===== src/rtl/quad_lo_pkg.sv =====
// quad_lo_pkg: shared quadrant encoding for the quadrature LO bank.
// Quadrants use a 2-bit Gray sequence so only one bit toggles per step.
package quad_lo_pkg;

  typedef logic [1:0] quad_t;

  localparam quad_t Q0 = 2'b00;
  localparam quad_t Q1 = 2'b01;
  localparam quad_t Q2 = 2'b11;
  localparam quad_t Q3 = 2'b10;

  // Successor quadrant in the Q0->Q1->Q2->Q3->Q0 rotation.
  function automatic quad_t quad_next(input quad_t q);
    quad_t r;
    case (q)
      Q0:      r = Q1;
      Q1:      r = Q2;
      Q2:      r = Q3;
      default: r = Q0;
    endcase
    return r;
  endfunction

endpackage


===== src/rtl/quad_lo_chan.sv =====
// quad_lo_chan: one quadrature LO channel.
// Holds active and staged {en, div}, a pending flag, the quarter counter and
// the quadrant. Staged values are applied only at the period boundary, on
// sync, or immediately when the channel is idle, so a running period is never
// truncated by a config change.
// Ports:
//   clk, rstb       clock, async active-low reset
//   wr              accepted write for this channel (only asserted when !pend)
//   wr_en, wr_div   staged values to load
//   sync            global realign pulse
//   pend            staged config waiting to be applied
//   sin, cos        registered quadrature outputs
//   pstrobe         (QUAD_LO_PSTROBE_EN only) registered period-start pulse
module quad_lo_chan
  import quad_lo_pkg::*;
#(
  parameter int unsigned DIV_W = 12
) (
  input  logic             clk,
  input  logic             rstb,
  input  logic             wr,
  input  logic             wr_en,
  input  logic [DIV_W-1:0] wr_div,
  input  logic             sync,
  output logic             pend,
  output logic             sin,
  output logic             cos
`ifdef QUAD_LO_PSTROBE_EN
  ,
  output logic             pstrobe
`endif
);

  logic             en_q,     en_nx;
  logic [DIV_W-1:0] div_q,    div_nx;
  logic             stg_en_q, stg_en_nx;
  logic [DIV_W-1:0] stg_div_q, stg_div_nx;
  logic             pend_q,   pend_nx;
  logic [DIV_W-1:0] cnt_q,    cnt_nx;
  quad_t            qd_q,     qd_nx;
  logic             sin_q,    sin_nx;
  logic             cos_q,    cos_nx;
  logic             boundary;
  logic             apply;

  // Next-state: apply staged config, realign, or advance the phase.
  always_comb begin
    en_nx      = en_q;
    div_nx     = div_q;
    stg_en_nx  = stg_en_q;
    stg_div_nx = stg_div_q;
    pend_nx    = pend_q;
    cnt_nx     = cnt_q;
    qd_nx      = qd_q;

    boundary = en_q && (qd_q == Q3) && (cnt_q == div_q);
    apply    = pend_q && (!en_q || boundary || sync);

    if (apply) begin
      en_nx   = stg_en_q;
      div_nx  = stg_div_q;
      pend_nx = 1'b0;
      cnt_nx  = '0;
      qd_nx   = Q0;
    end else if (en_q) begin
      if (sync) begin
        cnt_nx = '0;
        qd_nx  = Q0;
      end else if (cnt_q == div_q) begin
        cnt_nx = '0;
        qd_nx  = quad_next(qd_q);
      end else begin
        cnt_nx = cnt_q + DIV_W'(1);
      end
    end

    // A write is only accepted with pend_q=0, so it never races an apply.
    if (wr) begin
      stg_en_nx  = wr_en;
      stg_div_nx = wr_div;
      pend_nx    = 1'b1;
    end

    // Outputs registered from next state so they align with the quadrant.
    sin_nx = en_nx && ((qd_nx == Q0) || (qd_nx == Q1));
    cos_nx = en_nx && ((qd_nx == Q3) || (qd_nx == Q0));
  end

  // State register.
  always_ff @(posedge clk or negedge rstb) begin
    if (!rstb) begin
      en_q      <= 1'b0;
      div_q     <= '0;
      stg_en_q  <= 1'b0;
      stg_div_q <= '0;
      pend_q    <= 1'b0;
      cnt_q     <= '0;
      qd_q      <= Q0;
      sin_q     <= 1'b0;
      cos_q     <= 1'b0;
    end else begin
      en_q      <= en_nx;
      div_q     <= div_nx;
      stg_en_q  <= stg_en_nx;
      stg_div_q <= stg_div_nx;
      pend_q    <= pend_nx;
      cnt_q     <= cnt_nx;
      qd_q      <= qd_nx;
      sin_q     <= sin_nx;
      cos_q     <= cos_nx;
    end
  end

  assign pend = pend_q;
  assign sin  = sin_q;
  assign cos  = cos_q;

`ifdef QUAD_LO_PSTROBE_EN
  logic pstrobe_q;

  // Period-start pulse, coincident with the rising edge of sin.
  always_ff @(posedge clk or negedge rstb) begin
    if (!rstb) pstrobe_q <= 1'b0;
    else       pstrobe_q <= en_nx && (qd_nx == Q0) && (cnt_nx == '0);
  end

  assign pstrobe = pstrobe_q;
`endif

endmodule


===== src/rtl/quad_lo_bank.sv =====
// quad_lo_bank: bank of NCH independent quadrature square-wave LOs.
// Decodes config writes to per-channel staging, fans out sync, and exposes
// the combinational cfg_ready handshake (low while the target channel still
// has a staged config waiting for its period boundary).
// Optional feature: define QUAD_LO_PSTROBE_EN to add the pstrobe output.
// Ports:
//   clk, rstb          clock, async active-low reset
//   cfg_valid/ready    write handshake
//   cfg_ch             target channel; values >= NCH are ready and discarded
//   cfg_en, cfg_div    enable and quarter-period-minus-one to stage
//   sync               one-cycle global phase realign
//   sin_out, cos_out   per-channel quadrature outputs (cos leads sin)
//   pstrobe            (QUAD_LO_PSTROBE_EN only) per-channel period start
module quad_lo_bank
  import quad_lo_pkg::*;
#(
  parameter  int unsigned NCH   = 4,
  parameter  int unsigned DIV_W = 12,
  localparam int unsigned CH_W  = (NCH > 1) ? $clog2(NCH) : 1
) (
  input  logic             clk,
  input  logic             rstb,
  input  logic             cfg_valid,
  output logic             cfg_ready,
  input  logic [CH_W-1:0]  cfg_ch,
  input  logic             cfg_en,
  input  logic [DIV_W-1:0] cfg_div,
  input  logic             sync,
  output logic [NCH-1:0]   sin_out,
  output logic [NCH-1:0]   cos_out
`ifdef QUAD_LO_PSTROBE_EN
  ,
  output logic [NCH-1:0]   pstrobe
`endif
);

  localparam int unsigned NSLOT = 1 << CH_W;

  logic [NCH-1:0]   pend;
  logic [NSLOT-1:0] pend_ext;

  // Unused channel slots read as not pending, so out-of-range is ready.
  always_comb begin
    pend_ext          = '0;
    pend_ext[NCH-1:0] = pend;
  end

  assign cfg_ready = ~pend_ext[cfg_ch];

  for (genvar g = 0; g < NCH; g++) begin : g_ch
    logic wr_sel;

    assign wr_sel = cfg_valid && cfg_ready && (cfg_ch == CH_W'(g));

    quad_lo_chan #(
      .DIV_W (DIV_W)
    ) u_chan (
      .clk     (clk),
      .rstb    (rstb),
      .wr      (wr_sel),
      .wr_en   (cfg_en),
      .wr_div  (cfg_div),
      .sync    (sync),
      .pend    (pend[g]),
      .sin     (sin_out[g]),
      .cos     (cos_out[g])
`ifdef QUAD_LO_PSTROBE_EN
      ,
      .pstrobe (pstrobe[g])
`endif
    );
  end

endmodule


===== config.mk =====
export PLATFORM = sky130hd
export DESIGN_NAME = quad_lo_bank
export DESIGN_NICKNAME = d
export VERILOG_FILES = /design/src/rtl/quad_lo_pkg.sv /design/src/rtl/quad_lo_chan.sv /design/src/rtl/quad_lo_bank.sv
export SDC_FILE = /design/constraint.sdc
export NUM_CORES = 1
export LEC_CHECK = 0
export ABC_AREA = 1
export CAP_MARGIN = 10
export CORE_ASPECT_RATIO = 0.75
export CORE_MARGIN = 1.5
export CORE_UTILIZATION = 35
export CTS_CLUSTER_DIAMETER = 80
export DETAILED_ROUTE_END_ITERATION = 10
export GPL_ROUTABILITY_DRIVEN = 0
export HOLD_SLACK_MARGIN = 0.05
export PLACE_DENSITY = 0.54
export SLEW_MARGIN = 0
export SYNTH_ARGS = -nofsm -noshare
export SYNTH_HDL_FRONTEND = slang
export SYNTH_SLANG_ARGS = --single-unit

===== constraint.sdc =====
create_clock -name clk -period 1.7 [get_ports clk]
set_input_delay 0.255 -clock clk [delete_from_list [all_inputs] [get_ports clk]]
set_output_delay 0.255 -clock clk [all_outputs]
set_load 0.005 [all_outputs]

# After elaboration in Yosys (flattened, before gate mapping)
# Cells that the tools add are included.
[totals] wordCells=181 input_bits=19 output_inout_bits=9 reg_bits=172
[classes] n_bitwise=1 magnitude_cmp=1 eq_ne=27 mux=50 n_reduce_logical=62 addsub=4
[ops] operator="12-bit two-way mux" count=16
[ops] operator="12-bit by 1-bit adder with 12-bit output (second input constant)" count=4
[ops] operator="12-bit == test" count=4
[ops] operator="2-bit two-way mux" count=16
[ops] operator="2-bit == test (second input constant)" count=14
[ops] operator="1-bit logical AND" count=25
[ops] operator="2-bit case mux with 3 select lines" count=4
[ops] operator="2-bit by 1-bit == test with 1-bit output (second input constant)" count=9
[ops] operator="2-bit logical NOT" count=9
[ops] operator="1-bit logical OR" count=16
[ops] operator="2-bit nonzero test" count=8
[ops] operator="1-bit two-way mux" count=13
[ops] operator="1-bit logical NOT" count=4
[ops] operator="2-bit by 3-bit less-than comparator with 1-bit output (second input constant)" count=1
[ops] operator="1-bit binary-select mux with 2-bit select" count=1
[ops] operator="1-bit NOT" count=1

# Depth between registers and ports, before layout
[logic_depth] ltp_word=10 mapped_depth=13 ltp_nobuf=13

# Cells and area by module
# Synthesis repeated with hierarchy kept, for this count alone.
[unflattened] hier_cells=1217 hier_area_um2=8979.9
[modules_own_cells] mod="quad_lo_chan (g_ch[1].u_chan ...)" n_inst=3 cells_each=300 seq_area_each_um2=1076.0 area_each_um2=2225.9
[modules_own_cells] mod="quad_lo_chan (g_ch[0].u_chan)" n_inst=1 cells_each=296 seq_area_each_um2=1076.0 area_each_um2=2200.9
[modules_own_cells] mod="quad_lo_bank" n_inst=1 cells_each=21 seq_area_each_um2=0.0 area_each_um2=101.3

# Worst setup path before layout
# No wires, ideal clock.
[synth_timing] kind="reg2reg" from="register g_ch[2].u_chan.cnt_q[8]" to="register g_ch[2].u_chan.cnt_q[5]" n_path_buf=3 arrival_ps=1475 t_required_ps=1580 synth_period_minus_slack_ps=1595 setup_time_ps=120 slack_ps=105 path_stages_with_launch=12 path_cell_list="dfrtp_1 buf_2 xnor2_1 nand2_1 nor2_1 nand3_1 nand2_1 nand3_2 buf_6 buf_6 o21ai_0 inv_1"
[synth_via] elab_chain_cells=6 elab_cells_between_ends=10 cone_classes="eq/ne (1); mux (4); reduce/logical (5)"
[synth_rtl] element="start, declared" line_no="quad_lo_chan.sv:39" rtl="logic [DIV_W-1:0] cnt_q, cnt_nx;"
[synth_rtl] element="start signal, assigned" line_no="quad_lo_chan.sv:107" rtl="cnt_q <= cnt_nx;"
[synth_rtl] element="12-bit == test (*)" line_no="quad_lo_chan.sv:56, quad_lo_chan.sv:69"
[synth_rtl] element="parallel branches: the longest is 5 deep, another holds 12-bit two-way mux"
# Every way passes the cells marked *. The select of a mux whose other input is x is not followed.
# A chain may end at the register's enable or synchronous reset.

# Final worst setup path
[layout_timing] from="register g_ch[1].u_chan.cnt_q[6]" to="register g_ch[1].u_chan.div_q[1]"
[layout_via] elab_chain_cells=5
[layout_rtl] element="start, declared" line_no="quad_lo_chan.sv:39"
[layout_rtl] element="start signal, assigned" line_no="quad_lo_chan.sv:107"
[layout_rtl] element="12-bit == test" line_no="quad_lo_chan.sv:56" rtl="boundary = en_q && (qd_q == Q3) && (cnt_q == div_q);"
[layout_rtl] element="1-bit logical AND" line_no="quad_lo_chan.sv:56"
[layout_rtl] element="1-bit logical OR (2 in a row)" line_no="quad_lo_chan.sv:57" rtl="apply = pend_q && (!en_q || boundary || sync);"
[layout_rtl] element="1-bit logical AND" line_no="quad_lo_chan.sv:57"
[layout_rtl] element="end signal, assigned" line_no="quad_lo_chan.sv:103" rtl="div_q <= div_nx;"
[layout_rtl] element="end, declared" line_no="quad_lo_chan.sv:35" rtl="logic [DIV_W-1:0] div_q, div_nx;"
# No other way between the ends.

==> run summary <==
Power Density = 1480 nW/um2
Sw Share = 37.5%
Total Nets Final = 1350
Final Max Tran Viols = 0
Placement Cell Area = 10200 um2
Area share of the largest cell type after synthesis = 48.8%
Drt drc = 0
Clock Latency Late Sink = 440 ps
Sequential Area = 4310 um2
Vias/cell = 4.67
Critical register-to-register path startpoint = g_ch[1].u_chan.cnt_q[6]$_DFFE_PN0P_
Ant diodes = 0
Synth area leader = dfrtp_1
CP max FO = 5
Total CTS buffers = 17
Reg2Reg Depth = 12
Total I/O pin count = 28
Mean Syn Cell Area = 7.53 um2
Peak VDD IR = 0.861 mV
Layout cells sized above 1 = 28.1%
Initial antenna violation count = 0
Tightest Hold Check Type = in -> async
Status = finished, violations left
Met3 WL post-DR = 889 um
Effective utilization at floorplan = 35.5%
P_sw = 6.63 mW
Worst EP required = 2060 ps
Final setup violation count = 30
Dominant cells by area after synthesis = dfrtp_1 (49%), nand2_1 (17%), inv_1 (8.8%)
Tmin final = 1770 ps
Post-Synthesis Cell Area = 8810 um2
Clock transition at path regs = 70 ps
P_leak = 6.02 nW
Startpoint types = flip-flop
Core box area = 24800 um2
# placed instances = 1610
Die Y = 140 um
DR pass1 iterations = 5
Root Driver = clkbuf_16
Rel. slew slack = 65.4%
Sequential area share after synthesis = 48.8%
First-pass GRT wire length = 35700 um
Non-Filler Instances = 1678
Area grow syn2layout = 35.9%
Synth Register Bits = 172
Die X = 186 um
YS warnings = 0
Number of global-route vias before repair = 7054
GR Overflow Total = 0
Arr. time, crit path = 2130 ps
F_max = 0.566 GHz
Die area = 26100 um2
Fill cell count = 2413
WL met2 = 10000 um
FF-to-FF End = g_ch[1].u_chan.div_q[1]$_DFFE_PN0N_
Most numerous cell in the Yosys netlist = nand2_1
Final wirelength = 23200 um
MaxCap Viol Count = 0
Dpl hpwl = 16000 um
Multi-input gate area = 4100 um2
Comb power frac = 40.4%
Setup slack, reg-to-reg = -70 ps
Sequential cell fraction of total power = 35.3%
Total clock sinks = 172
Setup repair after global routing missed its margin = yes
Clock share of power = 24.4%
H-tree levels = 4
WL met1 = 12000 um
Largest net degree at the start of global routing = 49
Slew @ Worst Pin = 518 ps
Drt initial violations = 429
Finished Cell Area = 12000 um2
Top layer in use = met4
Final period util = 104%
Row cnt = 50
Max Clock Skew = 10.8 ps
Final TNS setup = -992 ps
IO Port Bufs = 27
Kind of critical path = reg -> reg
Final Hold Fails = 0
Mapped Nets = 1193
CP Capture Type = flip-flop
Gate Count Post-Synth = 1170
Failing checks = negative setup slack
PnR worst setup slack = -66.7 ps
Routed wire length per instance = 13.8 um
Commonest cells in the synthesized netlist = nand2_1 (389), inv_1 (207), dfrtp_1 (172)
Vias after detailed routing = 7844
GRT Total Usage = 17.4%
Clock buffer depth = 2
EDFF count, synth = 0
Asr flop ratio synth = 100%
CTS tree = built
Cell Int Power = 11.1 mW
Unique masters post-synth = 33
Ys flop type = dfrtp_1
ANT nets after route = 0
[cell type report]
type / instances / area share [%]
flip-flops and latches: 172 / 36.0
multi-input cells: 755 / 34.2
repair buffers: 171 / 14.3
inverters: 210 / 6.60
clock buffers: 18 / 3.67
well taps: 338 / 3.53
clock inverters: 14 / 1.72
[state kept, by name, summed over array words and instances, names as in the netlist]
name and cells:
g_ch.u_chan.stg_div_q 48, g_ch.u_chan.cnt_q 48, g_ch.u_chan.cos 4, g_ch.u_chan.sin 4
g_ch.u_chan.stg_en_q 4, g_ch.u_chan.en_q 4, g_ch.u_chan.div_q 48, g_ch.u_chan.pend 4
g_ch.u_chan.qd_q 8
[worst max-delay path: stages, from the launching register on]
cell and delay (ps):
dfrtp_1 420, inv_2 70, nand2_2 60, nand2_2 70, nor2_4 130, nand2_2 70
nor2_4 130, nand4_1 150, a21oi_4 180, buf_12 140, clkbuf_16 150, nand2_2 40
o21ai_1 70
[layer usage]
| metal | track usage (%) | vias up |
|---|---|---|
| met5 | 0 | - |
| li1 | - | 3936 |
| met2 | 24.8 | 147 |
| met3 | 3.33 | 26 |
| met4 | 4.24 | 0 |
| met1 | 26.8 | 3735 |
[power by group through the flow]
| stage | clock network, mW | logic [mW] | registers [mW] |
|---|---|---|---|
| 2_1_floorplan | 0 | 3.55 | 5.96 |
| 3_3_place_gp | 0 | 5.36 | 6.18 |
| 3_5_place_dp | 0 | 5.44 | 6.19 |
| 4_1_cts | 4.40 | 5.67 | 6.13 |
| 5_1_grt | 4.56 | 7.94 | 6.40 |
| 6_report | 4.31 | 7.15 | 6.24 |
[cell families (layout without fill, tap and decap cells)]
group                      after synthesis  after routing  synth area share [%]
and+or+nand+nor                        558            558                  26.0
buffers and inverters                  243            413                  11.7
DFF                                    172            172                  48.8
AOI/OAI and AO/OA                      165            165                  10.1
xor gates and xnor gates                28             28                  2.78
adders and majority gates                4              4                 0.568
[through the flow]
step                      utilization (%)  worst slack [ps]  hold slack (ps)  power [mW]
after floorplan                         -               105            -40.6        9.52
after global routing                 48.2              -184              370        18.9
final                                48.2             -66.7              331        17.7
after CTS                            44.4             -3.01              355        16.2
after global placement               41.3              -146              242        11.5
after detailed placement             41.3              -222              239        11.6
[worst max-delay path by stage]
stage	from	to	slack, ps	cells past startpoint
after floorplan	g_ch[2].u_chan.cnt_q[8]$_DFFE_PN0P_	g_ch[2].u_chan.cnt_q[5]$_DFFE_PN0P_	110	11
after global placement	cfg_ch[0]	cfg_ready	-150	4
after detailed placement	cfg_ch[0]	g_ch[1].u_chan.stg_div_q[10]$_DFFE_PN0P_	-220	10
after CTS	g_ch[0].u_chan.cnt_q[0]$_DFFE_PN0P_	g_ch[0].u_chan.div_q[2]$_DFFE_PN0N_	-3	11
after global routing	g_ch[0].u_chan.cnt_q[6]$_DFFE_PN0P_	g_ch[0].u_chan.div_q[3]$_DFFE_PN0N_	-180	12
final	g_ch[1].u_chan.cnt_q[6]$_DFFE_PN0P_	g_ch[1].u_chan.div_q[1]$_DFFE_PN0N_	-70	12
[timing repair]
action                                  4_1_cts  5_1_grt
setup buffers                                 6       19
endpoints found under the setup margin       92      110
resized for setup                            33      223
hold endpoints to repair                     39        0
hold buffers                                  1        0
gates cloned                                  0       10
pin swaps                                     2       52
[cells in the final DEF, fill, tap and decap left out, drive strengths merged, types with 5 or more instances in the layout]
master         count
nand2            391
nand4             13
nor2              75
a21oi              5
inv              215
nand3             69
xnor2             18
nor3               7
o22ai             20
xor2              10
clkbuf            25
dfrtp            172
o21ai            135
buf              137
clkdlybuf4s50     25
Power figures use the tool's default switching activity.
